===== config.mk =====
export PLATFORM = sky130hd
export DESIGN_NAME = flash_read_ctrl
export DESIGN_NICKNAME = d
export VERILOG_FILES = /design/src/rtl/flash_pkg.sv /design/src/rtl/flash_spi_bit_engine.sv /design/src/rtl/flash_read_ctrl.sv
export SDC_FILE = /design/constraint.sdc
export NUM_CORES = 1
export LEC_CHECK = 0
export ABC_AREA = 1
export BUFFER_PORTS_ARGS = -buffer_cell sky130_fd_sc_hd__buf_2
export CAP_MARGIN = 25
export CORE_MARGIN = 2
export CORE_UTILIZATION = 56
export CTS_CLUSTER_DIAMETER = 60
export DETAILED_ROUTE_END_ITERATION = 10
export PLACE_DENSITY_LB_ADDON = 0.12
export SLEW_MARGIN = 20
export SYNTH_ARGS = -nofsm -noshare
export SYNTH_HDL_FRONTEND = slang
export SYNTH_SLANG_ARGS = --single-unit

===== constraint.sdc =====
create_clock -name sys_clk -period 5 [get_ports sys_clk]
set_clock_uncertainty 0.2 [all_clocks]
set_input_delay 0.5 -clock sys_clk [delete_from_list [all_inputs] [get_ports sys_clk]]
set_output_delay 0.5 -clock sys_clk [all_outputs]
set_load 0.03 [all_outputs]

===== src/rtl/flash_pkg.sv =====
// Shared definitions for the SPI flash controllers (read, sector erase, page program).
// Holds instruction opcodes, default address bytes, slot timing and FSM encodings.
package flash_pkg;

  localparam logic [7:0] INST_READ  = 8'h03;
  localparam logic [7:0] INST_WR_EN = 8'h06;
  localparam logic [7:0] INST_SE    = 8'hD8;

  localparam logic [7:0] DEF_S_ADDR = 8'h00;
  localparam logic [7:0] DEF_P_ADDR = 8'h04;
  localparam logic [7:0] DEF_B_ADDR = 8'h25;

  localparam int CLK_PER_BYTE = 32;
  localparam int CNT_CLK_W    = 5;
  localparam int CNT_BYTE_W   = 9;

  typedef enum logic [3:0] {
    ST_IDLE = 4'b0001,
    ST_CMD  = 4'b0010,
    ST_DATA = 4'b0100,
    ST_END  = 4'b1000
  } state_e;

endpackage


===== src/rtl/flash_spi_bit_engine.sv =====
// SPI mode-0 bit engine: derives sck, mosi and the receive shifter from a 32-cycle slot counter.
// The slot counter and framing are owned by the instantiating controller.
module flash_spi_bit_engine
  import flash_pkg::*;
(
  input  logic                 clk,
  input  logic                 rst_n,
  input  logic [CNT_CLK_W-1:0] cnt_clk,
  input  logic                 tx_en,
  input  logic                 rx_en,
  input  logic [7:0]           tx_byte,
  input  logic                 miso,
  output logic                 sck,
  output logic                 mosi,
  output logic [7:0]           rx_byte
);

  logic [1:0] cnt_sck_s;
  logic [2:0] cnt_bit_s;
  logic       sck_q, sck_d;
  logic       mosi_q, mosi_d;
  logic [7:0] shift_q, shift_d;

  assign cnt_sck_s = cnt_clk[1:0];
  assign cnt_bit_s = cnt_clk[4:2];

  // Next sck/mosi/shifter values; mosi changes a full cycle before the sck rise.
  always_comb begin
    sck_d   = (tx_en || rx_en) && ((cnt_sck_s == 2'd1) || (cnt_sck_s == 2'd2));
    mosi_d  = mosi_q;
    shift_d = shift_q;
    if (tx_en) begin
      if (cnt_sck_s == 2'd0) begin
        mosi_d = tx_byte[3'd7 - cnt_bit_s];
      end else begin
        mosi_d = mosi_q;
      end
    end else begin
      mosi_d = 1'b0;
    end
    if (rx_en && (cnt_sck_s == 2'd2)) begin
      shift_d = {shift_q[6:0], miso};
    end else begin
      shift_d = shift_q;
    end
  end

  // Bit-engine registers.
  always_ff @(posedge clk or negedge rst_n) begin
    if (!rst_n) begin
      sck_q   <= 1'b0;
      mosi_q  <= 1'b0;
      shift_q <= 8'h00;
    end else begin
      sck_q   <= sck_d;
      mosi_q  <= mosi_d;
      shift_q <= shift_d;
    end
  end

  assign sck     = sck_q;
  assign mosi    = mosi_q;
  assign rx_byte = shift_q;

endmodule


===== src/rtl/flash_read_ctrl.sv =====
// Read Data (0x03) initiator: instruction + 24-bit address, then NUM_DATA bytes from miso,
// each presented on rx_data with a one-cycle rx_valid strobe.
module flash_read_ctrl
  import flash_pkg::*;
#(
  parameter logic [7:0] READ_INST = INST_READ,
  parameter logic [7:0] S_ADDR    = DEF_S_ADDR,
  parameter logic [7:0] P_ADDR    = DEF_P_ADDR,
  parameter logic [7:0] B_ADDR    = DEF_B_ADDR,
  parameter int         NUM_DATA  = 16
) (
  input  logic       sys_clk,
  input  logic       sys_rst_n,
  input  logic       key,
  input  logic       miso,
  output logic       sck,
  output logic       cs_n,
  output logic       mosi,
  output logic [7:0] rx_data,
  output logic       rx_valid,
  output logic       busy
);

  localparam logic [CNT_BYTE_W-1:0] LAST_CMD_BYTE = 9'd3;
  localparam logic [CNT_BYTE_W-1:0] LAST_BYTE     = CNT_BYTE_W'(NUM_DATA - 1);
  localparam logic [CNT_CLK_W-1:0]  SLOT_END      = CNT_CLK_W'(CLK_PER_BYTE - 1);

  state_e                  state_q, state_d;
  logic [CNT_CLK_W-1:0]    cnt_clk_q, cnt_clk_d;
  logic [CNT_BYTE_W-1:0]   cnt_byte_q, cnt_byte_d;
  logic                    cs_n_q, cs_n_d;
  logic                    busy_q, busy_d;
  logic                    rx_valid_q, rx_valid_d;
  logic [7:0]              rx_data_q, rx_data_d;
  logic [7:0]              tx_byte_s, rx_byte_s;
  logic                    slot_end_s, tx_en_s, rx_en_s;

  assign slot_end_s = (cnt_clk_q == SLOT_END);
  assign tx_en_s    = (state_q == ST_CMD);
  assign rx_en_s    = (state_q == ST_DATA);

  // Command byte for the current CMD slot.
  always_comb begin
    case (cnt_byte_q[1:0])
      2'd0:    tx_byte_s = READ_INST;
      2'd1:    tx_byte_s = S_ADDR;
      2'd2:    tx_byte_s = P_ADDR;
      2'd3:    tx_byte_s = B_ADDR;
      default: tx_byte_s = READ_INST;
    endcase
  end

  // FSM next state, slot/byte counters and the byte output strobe.
  always_comb begin
    state_d    = state_q;
    cnt_clk_d  = cnt_clk_q;
    cnt_byte_d = cnt_byte_q;
    cs_n_d     = cs_n_q;
    busy_d     = busy_q;
    rx_valid_d = 1'b0;
    rx_data_d  = rx_data_q;
    if (state_q != ST_IDLE) begin
      cnt_clk_d = cnt_clk_q + 5'd1;
      if (slot_end_s) begin
        cnt_byte_d = cnt_byte_q + 9'd1;
      end else begin
        cnt_byte_d = cnt_byte_q;
      end
    end else begin
      cnt_clk_d  = 5'd0;
      cnt_byte_d = 9'd0;
    end
    case (state_q)
      ST_IDLE: begin
        if (key) begin
          state_d    = ST_CMD;
          cs_n_d     = 1'b0;
          busy_d     = 1'b1;
          cnt_clk_d  = 5'd0;
          cnt_byte_d = 9'd0;
        end else begin
          state_d = ST_IDLE;
        end
      end
      ST_CMD: begin
        if (slot_end_s && (cnt_byte_q == LAST_CMD_BYTE)) begin
          state_d    = ST_DATA;
          cnt_byte_d = 9'd0;
        end else begin
          state_d = ST_CMD;
        end
      end
      ST_DATA: begin
        if (slot_end_s) begin
          rx_valid_d = 1'b1;
          rx_data_d  = rx_byte_s;
        end else begin
          rx_valid_d = 1'b0;
        end
        if (slot_end_s && (cnt_byte_q == LAST_BYTE)) begin
          state_d    = ST_END;
          cnt_byte_d = 9'd0;
          cs_n_d     = 1'b1;
        end else begin
          state_d = ST_DATA;
        end
      end
      ST_END: begin
        // Full 32-cycle deselect keeps cs_n high well beyond tSHSL.
        if (slot_end_s) begin
          state_d    = ST_IDLE;
          busy_d     = 1'b0;
          cnt_byte_d = 9'd0;
        end else begin
          state_d = ST_END;
        end
      end
      default: begin
        state_d    = ST_IDLE;
        cs_n_d     = 1'b1;
        busy_d     = 1'b0;
        cnt_clk_d  = 5'd0;
        cnt_byte_d = 9'd0;
      end
    endcase
  end

  // Controller registers; reset deselects the flash immediately.
  always_ff @(posedge sys_clk or negedge sys_rst_n) begin
    if (!sys_rst_n) begin
      state_q    <= ST_IDLE;
      cnt_clk_q  <= 5'd0;
      cnt_byte_q <= 9'd0;
      cs_n_q     <= 1'b1;
      busy_q     <= 1'b0;
      rx_valid_q <= 1'b0;
      rx_data_q  <= 8'h00;
    end else begin
      state_q    <= state_d;
      cnt_clk_q  <= cnt_clk_d;
      cnt_byte_q <= cnt_byte_d;
      cs_n_q     <= cs_n_d;
      busy_q     <= busy_d;
      rx_valid_q <= rx_valid_d;
      rx_data_q  <= rx_data_d;
    end
  end

  flash_spi_bit_engine u_bit_engine (
    .clk     (sys_clk),
    .rst_n   (sys_rst_n),
    .cnt_clk (cnt_clk_q),
    .tx_en   (tx_en_s),
    .rx_en   (rx_en_s),
    .tx_byte (tx_byte_s),
    .miso    (miso),
    .sck     (sck),
    .mosi    (mosi),
    .rx_byte (rx_byte_s)
  );

  assign cs_n     = cs_n_q;
  assign busy     = busy_q;
  assign rx_valid = rx_valid_q;
  assign rx_data  = rx_data_q;

endmodule


# --- Word level (Yosys, flattened, before mapping) ---
# Cells that the tools add are included.
totals:
  output_inout_bits: 13
  ff_bits: 39
  input_bits: 4
op_classes:
  n_addsub: 3
  n_mux: 28
  reduce_logical: 14
  eq_ne: 17
  magnitude_cmp: 1
  bitwise_logic: 2
op_table:
  columns: ["operator", "count"]
  rows:
  - ["$mux 9", 6]
  - ["$pmux 9 s4", 1]
  - ["$pmux 8 s4", 1]
  - ["$pmux 4 s4", 1]
  - ["$mux 5", 2]
  - ["$pmux 5 s2", 1]
  - ["$add 9x1->9 const B", 1]
  - ["$eq 9x2->1 const B", 1]
  - ["$eq 9x4->1 const B", 1]
  - ["$mux 1", 9]
  - ["$mux 4", 2]
  - ["$ne 2x2->1 const B", 4]
  - ["$eq 2x2->1 const B", 3]
  - ["$pmux 1 s3", 2]
  - ["$reduce_and 3->1", 2]
  - ["$add 5x1->5 const B", 1]
  - ["$eq 5x5->1 const B", 1]
  - ["$eq 2x1->1 const B", 2]
  - ["$eq 4x1->1 const B", 1]
  - ["$eq 4x2->1 const B", 1]
  - ["$eq 4x3->1 const B", 1]
  - ["$eq 4x4->1 const B", 1]
  - ["$logic_and 1x1->1", 4]
  - ["$logic_not 2->1", 2]
  - ["other kinds (11)", 14]

# --- Longest topological paths before layout ---
logic_depth:
  ltp_word: 6
  mapped_depth: 12
  ltp_nobuf: 11

# --- By module ---
# A second synthesis with hierarchy kept.
unflattened:
  hier_cells: 244
  hier_area_um2: 2028.2
by_module_without_submodules:
  columns: ["module", "area_each_um2", "cells_each", "instances", "seq_area_each_um2"]
  rows:
  - ["flash_read_ctrl", 1534.0, 192, 1, 728.2]
  - ["flash_spi_bit_engine", 494.2, 52, 1, 250.2]

# --- Least setup slack after synthesis ---
# Ideal clock, no wire load.
synth_path:
  path_type: "reg-to-reg"
  from: "reg cnt_clk_q[1]"
  to: "reg cnt_byte_q[7]"
  t_arrival_ns: 1.547
  period_less_slack_ns: 1.860
  setup_slack_ns: 3.140
  stages_incl_launch_ff: 13
  path_buffers: 1
  required_time_ns: 4.687
  path_cell_list: "dfrtp_1 -> ha_1 -> nand2_1 -> nor2_1 -> ha_1 -> buf_4 -> nand3_1 -> nor2_1 -> nand3_1 -> nand2_1 -> nor2_1 -> nand2_1 -> inv_1"
synth_between:
  elab_chain_cells: 5
  word_cells_on_any_way: 10
  classes_between: "eq/ne (1); mux (7); reduce/logical (2)"
synth_rtl:
  columns: ["item", "line_no", "source"]
  rows:
  - ["from (decl)", "flash_read_ctrl.sv:29", "logic [CNT_CLK_W-1:0] cnt_clk_q, cnt_clk_d;"]
  - ["from (signal assigned)", "flash_read_ctrl.sv:140", "cnt_clk_q <= cnt_clk_d;"]
  - ["$eq 5x5->1 (*)", "flash_read_ctrl.sv:38", "assign slot_end_s = (cnt_clk_q == SLOT_END);"]
  - ["$mux 9", "flash_read_ctrl.sv:64", "if (slot_end_s) begin"]
  - ["$mux 9", "flash_read_ctrl.sv:62", "if (state_q != ST_IDLE) begin"]
  - ["$mux 9, on equally long branches", null, null]
  - ["$pmux 9 s4 (*)", "flash_read_ctrl.sv:73", "case (state_q)"]
  - ["net cnt_byte_d[7]", "flash_read_ctrl.sv:30", "logic [CNT_BYTE_W-1:0] cnt_byte_q, cnt_byte_d;"]
  - ["to (signal assigned)", "flash_read_ctrl.sv:141", "cnt_byte_q <= cnt_byte_d;"]
  - ["to (decl)", "flash_read_ctrl.sv:30", null]
# The timed path passes the listed nets; every way through them passes the cells marked *.
# A chain may end at the register's enable or synchronous reset.

# --- Worst setup path in the final report ---
layout_path:
  from: "reg cnt_clk_q[1]"
  to: "reg cnt_byte_q[8]"
# The elaborated chain is that of the path after synthesis.

==> flow_metrics.py <==
metrics = {
    "clocking": {
        "post-cts-setup-buffer-count": 0,
        "htreeDepth": 2,
        "cts_sinks": 39,
        "clkTransAtPathRegs_ns": 0.08,
        "cts_tree": "yes",
        "cts_made_buffers": 5,
        "insertion_delay_ns": 0.29,
        "clockBufferDepth": 2,
        "holdBufCountCts": 0,
        "cts-resized-gates": 0,
        "cts_root_buffer": "clkbuf_8",
    },
    "timing": {
        "tightest_slew_ns": 0.852,
        "slew_headroom_pct": 43.2,
        "period_needed_ns": 2.19,
        "max_freq_mhz": 456,
        "drv_slew": 0,
        "rsz0062_at_grt": "no",
        "fin_setup_tns_ns": 0,
        "min_period_over_period_pct": 43.9,
        "finalSetupViolCount": 0,
        "final-hold-violation-count": 0,
    },
    "final_layout": {
        "drive_gt1_share_pct": 18.3,
        "nNetsFinal": 290,
        "area_growth_pct": 9.95,
        "fill_cells": 332,
        "antenna_cells": 0,
        "design_area_mm2": 0.00232,
        "final_cell_count_no_fill": 326,
    },
    "pwr": {
        "ir_drop_mv": 0.180,
        "leakage_nw": 1.26,
        "p_total_w": 0.000743,
        "power_density_mw_per_mm2": 320,
    },
    "synth": {
        "ys.warnings.count": 0,
        "synth_area_leaders": "dfrtp_1, nand2_1, inv_1, nand3_1, o21ai_2",
        "synth.largest_area_cell": "dfrtp_1",
        "synth_seq_area_share_pct": 46.3,
        "yosysUniqueCellTypes": 28,
        "syn-cell-area_mm2": 0.00211,
        "yosysTopAreaCellShare_pct": 43.8,
        "synth_cells": 257,
        "synth_area_per_cell_um2": 8.22,
        "ys_seq_elements": 39,
        "synth_nets": 270,
    },
    "floorplanning": {
        "die_w_um": 65.4,
        "die_y_um": 65.4,
        "core_mm2": 0.00363,
        "die_area_mm2": 0.00428,
        "num_rows": 22,
        "initial_utilization_pct": 58.2,
        "pin_count": 17,
    },
    "critical_path": {
        "worstSetupPathType": "reg2reg",
        "end_kind": "flop",
        "cp_max_fo": 10,
        "worstReg2RegStart": "cnt_clk_q[1]$_DFF_PN0_",
        "required_ns": 4.99,
        "worst_setup_path_start_kind": "flop",
        "critPathLaunch": "cnt_clk_q[1]$_DFF_PN0_",
        "arrival_ns": 2.18,
    },
    "run_status": {
        "status": "complete, no violations",
    },
    "detailed_routing": {
        "via_per_inst": 5.00,
        "dr.pass1.iters": 4,
        "drc_errors": 0,
        "first_iter_violations": 81,
        "vias": 1630,
        "ant_nets": 0,
        "wl_per_cell_um": 11.1,
        "totalWireLength_um": 3630,
    },
    "placement": {
        "finalWeightedCongestion": 0.784,
        "io_buffers": 16,
        "dp_cells": 318,
        "hpwlAfterDp_um": 2660,
        "placed_cell_area_mm2": 0.00222,
    },
    "grt": {
        "antenna_found_initial": 0,
        "grt_use_total_pct": 20.3,
        "grt_pass1_vias": 1594,
        "grt_max_degree": 40,
        "overflow": 0,
        "grt_pass1_wl_um": 6740,
    },
    "job": {
        "maxCapViolations": 0,
    },
    "worst_hold_path": {
        "hp-class": "in2async",
    },
}
[worst paths after layout]
path / cells past startpoint / slack (ns) / endpoint
setup reg to reg: 11 / 2.81 / cnt_byte_q[8]$_DFF_PN0_
setup / recovery: 11 / 2.81 / cnt_byte_q[8]$_DFF_PN0_
hold / removal: 1 / 0.12 / u_bit_engine.sck$_DFF_PN0_
min in group sys_clk: 3 / 0.26 / busy$_DFFE_PN0P_
max in group asynchronous: 1 / 3.94 / u_bit_engine.rx_byte[7]$_DFFE_PN0P_
hold reg to reg: 2 / 0.26 / cs_n$_DFFE_PN1P_
[logic make-up after synthesis]
| family | count (synthesis) | synth area share, % |
|---|---|---|
| AOI/OAI and AO/OA | 28 | 9.47 |
| xor gates and xnor gates | 2 | 0.829 |
| adders and majority gates | 9 | 5.33 |
| buffers and inverters | 50 | 9.89 |
| DFF | 39 | 46.3 |
| and+or+nand+nor | 129 | 28.2 |
[cells in the mapped netlist (all sizes together)]
cell type	n
dfrtp	37
xnor2	1
o211ai	1
nand2	66
dfstp	2
ha	9
or2	1
buf	3
nand4	5
nor2	26
inv	47
a21oi	5
xor2	1
nand3	31
o31ai	1
o21a	1
o21ai	20
[state kept, by name (all words and copies together) (netlist names)]
signal and count:
cnt_clk_q 5, busy 1, u_bit_engine.mosi 1, cnt_byte_q 9
state_q 4, u_bit_engine.sck 1, rx_valid 1, rx_data 8
u_bit_engine.rx_byte 8, cs_n 1
[layout make-up]
cell class | instances | area, µm² | area share, %
multi-input cells | 168 | 926 | 39.8
inverters | 47 | 179 | 7.70
repair buffers | 16 | 80.1 | 3.45
flip-flops and latches | 39 | 978 | 42.1
well taps | 48 | 60.1 | 2.58
clock buffers | 8 | 100 | 4.31
[cell usage in the layout, fill, tap and decap left out, types with 2 or more instances in the layout]
cell and count:
nand2_1 64, nand3_2 4, nor2_1 24, nand2_4 2, nand3_1 26, inv_1 45, dfstp_2 2, clkbuf_8 7
buf_2 16, nand4_1 5, ha_1 9, o21ai_0 6, dfrtp_1 37, a21oi_1 4, o21ai_2 13
[metal layers]
layer,vias to the layer above,track usage [%],part of all wire [%],wire (µm)
met5,-,0,0,0
met4,0,7.29,1.2,45
met3,5,3.42,2.1,76
met2,13,34.7,47,1720
met1,764,25.9,49,1790
li1,848,-,-,-
[report_power, final]
group | switching (W) | internal [W] | total (W)
clock network | 0.000105 | 0.000126 | 0.000231
logic | 0.000107 | 0.0000457 | 0.000153
registers | 0.0000168 | 0.000342 | 0.000359
[through the flow]
| step | hold WS, ns | setup slack (ns) | utilization, % |
|---|---|---|---|
| 2_1_floorplan | 0.00441 | 3.14 | - |
| 3_3_place_gp | 0.247 | 2.88 | 61.2 |
| 3_5_place_dp | 0.251 | 2.83 | 61.2 |
| 4_1_cts | 0.147 | 2.82 | 63.9 |
| 5_1_grt | 0.203 | 2.47 | 63.9 |
| 6_report | 0.121 | 2.81 | 63.9 |
[critical path: stages (launching register included)]
cell and delay (ns):
dfrtp_1 0.39, ha_1 0.17, nand2_1 0.06, nor2_1 0.13
ha_1 0.41, nand3_1 0.18, nor2_1 0.23, nand3_1 0.10
nand2_1 0.07, nor2_1 0.04, nand2_1 0.06, inv_1 0.04
Note: power is estimated with default switching activity, not from simulation.
